[config.mk]
export PLATFORM = sky130hd
export DESIGN_NAME = best_readout
export DESIGN_NICKNAME = d
export VERILOG_FILES = /design/src/rtl/best_pkg.sv /design/src/rtl/best_readout.sv
export SDC_FILE = /design/constraint.sdc
export NUM_CORES = 1
export LEC_CHECK = 0
export ABC_CLOCK_PERIOD_IN_PS = 10710
export CORE_MARGIN = 3
export CORE_UTILIZATION = 25
export CTS_BUF_LIST = sky130_fd_sc_hd__clkbuf_8 sky130_fd_sc_hd__clkbuf_16
export CTS_CLUSTER_DIAMETER = 80
export DETAILED_ROUTE_END_ITERATION = 6
export PLACE_DENSITY_LB_ADDON = 0.1
export SYNTH_ARGS = -nofsm -noshare
export SYNTH_HDL_FRONTEND = slang
export SYNTH_SLANG_ARGS = --single-unit
export TNS_END_PERCENT = 30
[constraint.sdc]
create_clock -name clk -period 10.71 [get_ports clk]
set_clock_uncertainty 0.05 [all_clocks]
set_input_delay 3.213 -clock clk [delete_from_list [all_inputs] [get_ports clk]]
set_output_delay 3.213 -clock clk [all_outputs]
set_load 0.01 [all_outputs]
[src/rtl/best_pkg.sv]
// Shared definitions for the best-track ring buffer: widths, readout state
// encoding and the occupancy helper also used by the writer-side full logic.
package best_pkg;

  localparam int BEST_AW = 8;
  localparam int BEST_DW = 36;

  localparam logic [0:0] IDLE   = 1'b0;
  localparam logic [0:0] STREAM = 1'b1;

  // Words buffered between begin and writer pointers; equal pointers mean empty.
  function automatic logic [BEST_AW-1:0] ring_avail(input logic [BEST_AW-1:0] adw,
                                                    input logic [BEST_AW-1:0] adb);
    return adw - adb;
  endfunction

endpackage

[src/rtl/best_readout.sv]
// Read-side controller for the best-track ring buffer: streams complete event
// blocks out of the RAM and releases them to the writer once fully accepted.
module best_readout
  import best_pkg::*;
#(
  parameter int AW = BEST_AW,
  parameter int DW = BEST_DW
) (
  input  logic          clk,
  input  logic          rst_n,
  input  logic [AW-1:0] adw,
  input  logic [AW-1:0] wblock,
  input  logic          en,
  input  logic          flush,
  input  logic [DW-1:0] dr,
  output logic [AW-1:0] adr,
  output logic [AW-1:0] adb,
  output logic [DW-1:0] dout,
  output logic          dout_valid,
  input  logic          dout_ready,
  output logic          dout_last,
  output logic          busy,
  output logic          ev_avail,
  output logic [15:0]   ev_count
);

  logic [0:0]    state_reg;
  logic [AW-1:0] rp_reg;
  logic [AW-1:0] adb_reg;
  logic [AW-1:0] wblk_reg;
  logic [AW-1:0] cnt_reg;
  logic [15:0]   ev_count_reg;
  logic [AW-1:0] avail;
  logic [AW-1:0] blk_end;
  logic          fire;

  always_comb begin
    avail      = ring_avail(adw, adb_reg);
    ev_avail   = (wblock != '0) && (avail >= wblock);
    dout_valid = (state_reg == STREAM);
    busy       = dout_valid;
    dout_last  = dout_valid && (cnt_reg == AW'(1));
    fire       = dout_valid && dout_ready;
    blk_end    = adb_reg + wblk_reg;
    // Present the next address early so the RAM register already holds it
    // when the following word is due; a stall keeps it parked on rp.
    adr        = fire ? rp_reg + AW'(1) : rp_reg;
    dout       = dr;
    adb        = adb_reg;
    ev_count   = ev_count_reg;
  end

  always_ff @(posedge clk or negedge rst_n) begin
    if (!rst_n) begin
      state_reg    <= IDLE;
      rp_reg       <= '0;
      adb_reg      <= '0;
      wblk_reg     <= '0;
      cnt_reg      <= '0;
      ev_count_reg <= '0;
    end else if (flush) begin
      adb_reg   <= adw;
      rp_reg    <= adw;
      state_reg <= IDLE;
    end else if (state_reg == IDLE) begin
      rp_reg <= adb_reg;
      if (en && ev_avail) begin
        wblk_reg  <= wblock;
        cnt_reg   <= wblock;
        state_reg <= STREAM;
      end
    end else if (fire) begin
      if (cnt_reg == AW'(1)) begin
        // Release the whole block to the writer only once its last word is taken.
        adb_reg      <= blk_end;
        rp_reg       <= blk_end;
        ev_count_reg <= ev_count_reg + 16'd1;
        state_reg    <= IDLE;
      end else begin
        rp_reg  <= rp_reg + AW'(1);
        cnt_reg <= cnt_reg - AW'(1);
      end
    end
  end

endmodule
==> qor.yml <==
first_global_vias: 3188
ys_seq_area_share_pct: 32.3
drt-total-wl_um: 11100
slowest_stage: "clkdlybuf4s50_1"
cts_setup_buffers: 0
synth_largest_area_cell: "dfrtp_1"
drv_cap: 0
grt_pass1_wl_um: 18000
avgSynthCellArea_um2: 8.80
p_leak_nw: 1.93
synthFlopType: "dfrtp_1"
status: "finished, final reports clean"
synth_compound_area_share_pct: 16.5
insertion_delay_ps: 310
synth_top_family_by_area: "compound AO/OA/AOI/OAI gates"
wl_per_cell_um: 17.6
hold_class: "reg2reg"
end_kind: "output port"
drc_errors: 0
die_area_um2: 16700
gp_congestion: 0.816
grt.total_usage_pct: 13.9
antenna_cells: 0
via_per_inst: 4.90
cp.depth: 16
cts_buffer_depth: 2
rsz0062_at_grt: "false"
synthAdderAreaFrac_pct: 9.63
synth-xor-area-share_pct: 9.13
hpwlAfterDp_um: 8400
crit_chain: "clkdlybuf4s50_1 > inv_1 > ha_1 > inv_1 > fa_1 > a21o_1 > a21oi_1 > o21bai_1 > a21oi_1 > xnor2_1 > ha_1 > o21ai_0 > nor2_1 > a311oi_2 > nor2_1 > clkdlybuf4s50_1"
finalHoldViolations: 0
grt_antenna_before_repair: 0
synthTopCellsByArea: "dfrtp_1 32%, ha_1 8.6%, buf_4 7.3%"
internal_power_uw: 513
yosys_warnings: 0
relSlewSlack_pct: 43.5
synthSimpleGateAreaFrac_pct: 16.2
p_seq_share_pct: 32.7
critPathArrivalTime_ps: 6490
final_nets: 532
cts_made_buffers: 5
core_um2: 14700
slew_violations: 0
drive_gt1_share_pct: 6.25
cts_root_buffer: "clkbuf_16"
tns_ps: 0
row_count: 44
cts_resized: 0
multi_input_area_um2: 2120
synth_cells: 431
syn_nets: 516
p_sw_uw: 352
combPwrFrac_pct: 47.5
worst-path-buf-inv: 4
yosysUniqueCellTypes: 56
ioPinCount: 129
grt_max_degree: 50
max_freq_mhz: 103
async_flop_share_pct: 100
critical_path.max_stage_delay_ps: 490
ctsHoldBuffers: 0
initialDrtViolationCount: 191
whs_path_depth: 1
cp_max_fo: 3
pwr_density_cell_nw_per_um2: 195
r2r_cells: 15
synth_edf_count: 0
worstSetupPathType: "in2out"
grt_overflow_total: 0
ys_seq_elements: 49
die_h_um: 129
p_clk_share_pct: 19.8
stdcell_count: 632
syn_area_um2: 3790
final_common_cell: "clkdlybuf4s50_1"
synth_top_area_share_pct: 32.3
dieWidth_um: 129
largest_reg_flops: 16
cts.sinks: 49
synthMuxAreaShare_pct: 4.25
seq_area_um2: 1230
port_buffers: 56
htree_levels: 2
worst-slew-pin-transition_ps: 845
post-route-period-util_pct: 91.1
dp_cells: 624
setup_viol: 0
fin_crit_ps: 9750
start_util_pct: 25.8
syn_to_final_growth_pct: 17.1
drtPass1Iterations: 5
clk_pin_slew_ps: 80
drt.antenna.violating_nets: 0
layout_common_cells: "55 x clkdlybuf4s50_1, 49 x dfrtp_1, 33 x nand2_1"
fill_cells: 1531
required_ps: 7450
vias: 3096
ir_worst_vdd_mv: 0.0632
switching_share_pct: 40.7
cts_tree: "built"
crit_family: "compound AO/OA/AOI/OAI gates"
cp-start-kind: "input pin"
-- Yosys cell counts, types with 6 or more instances --
master,n
mux2i_1,6
xor2_1,17
mux2_2,9
ha_1,26
nand3_1,15
dfrtp_1,49
o21ai_0,23
nor3_1,10
o211ai_1,7
clkbuf_1,15
inv_1,29
nand2_1,33
buf_4,37
nand2b_1,6
a21oi_1,19
nor2_1,28
xnor2_1,20
-- per-layer routing --
metal / vias up / part of all wire (%) / routed length [um] / global-route usage (%)
li1: 1513 / - / - / -
met1: 1482 / 46 / 5110 / 18.2
met2: 82 / 47 / 5260 / 22.6
met3: 19 / 4.8 / 535 / 3.59
met4: 0 / 1.7 / 184 / 4.01
met5: - / 0 / 0 / 0
-- cell families after synthesis --
group                      Yosys count
and+or+nand+nor                    124
xor gates and xnor gates            38
adders and majority gates           28
muxes                               15
buffers and inverters               83
DFF                                 49
AOI/OAI and AO/OA                   94
-- metrics by stage --
stage          util [%]  worst slack (ps)  instance area [um^2]  power [mW]  hold WS (ps)
2_1_floorplan         -              2070                  3790       0.569           435
3_3_place_gp       29.2               926                  4300       0.700           407
3_5_place_dp       29.2               927                  4300       0.700           428
4_1_cts            30.2               928                  4450       0.879           439
5_1_grt            30.2               656                  4450       0.942           464
6_report           30.2               956                  4450       0.865           428
-- power by group through the flow --
stage | Combinational [mW] | Sequential [mW] | Clock, mW
after global routing | 0.465 | 0.292 | 0.186
after CTS | 0.417 | 0.284 | 0.179
after global placement | 0.412 | 0.288 | 0
final | 0.411 | 0.283 | 0.171
after detailed placement | 0.414 | 0.286 | 0
after floorplan | 0.303 | 0.266 | 0
-- worst paths after layout --
| check | start | to | slack (ps) |
|---|---|---|---|
| worst max-delay path | adw[0] | ev_avail | 960 |
| worst min-delay path | ev_count[15] | ev_count[15] | 430 |
| worst max register to register | adb[1] | cnt_reg[2] | 6820 |
| worst min register to register | ev_count[15] | ev_count[15] | 430 |
| max in group asynchronous | rst_n | wblk_reg[0] | 7170 |
| min in group asynchronous | rst_n | ev_count[15] | 2980 |
-- area by class of cell --
type                    count  area share (%)
clock buffers               5            2.81
clock inverters             3           0.563
multi-input cells         299            47.7
repair buffers             63            13.7
flip-flops and latches     49            27.6
well taps                 184            5.18
inverters                  29            2.45
No activity file was read; power rests on OpenSTA's default activity.
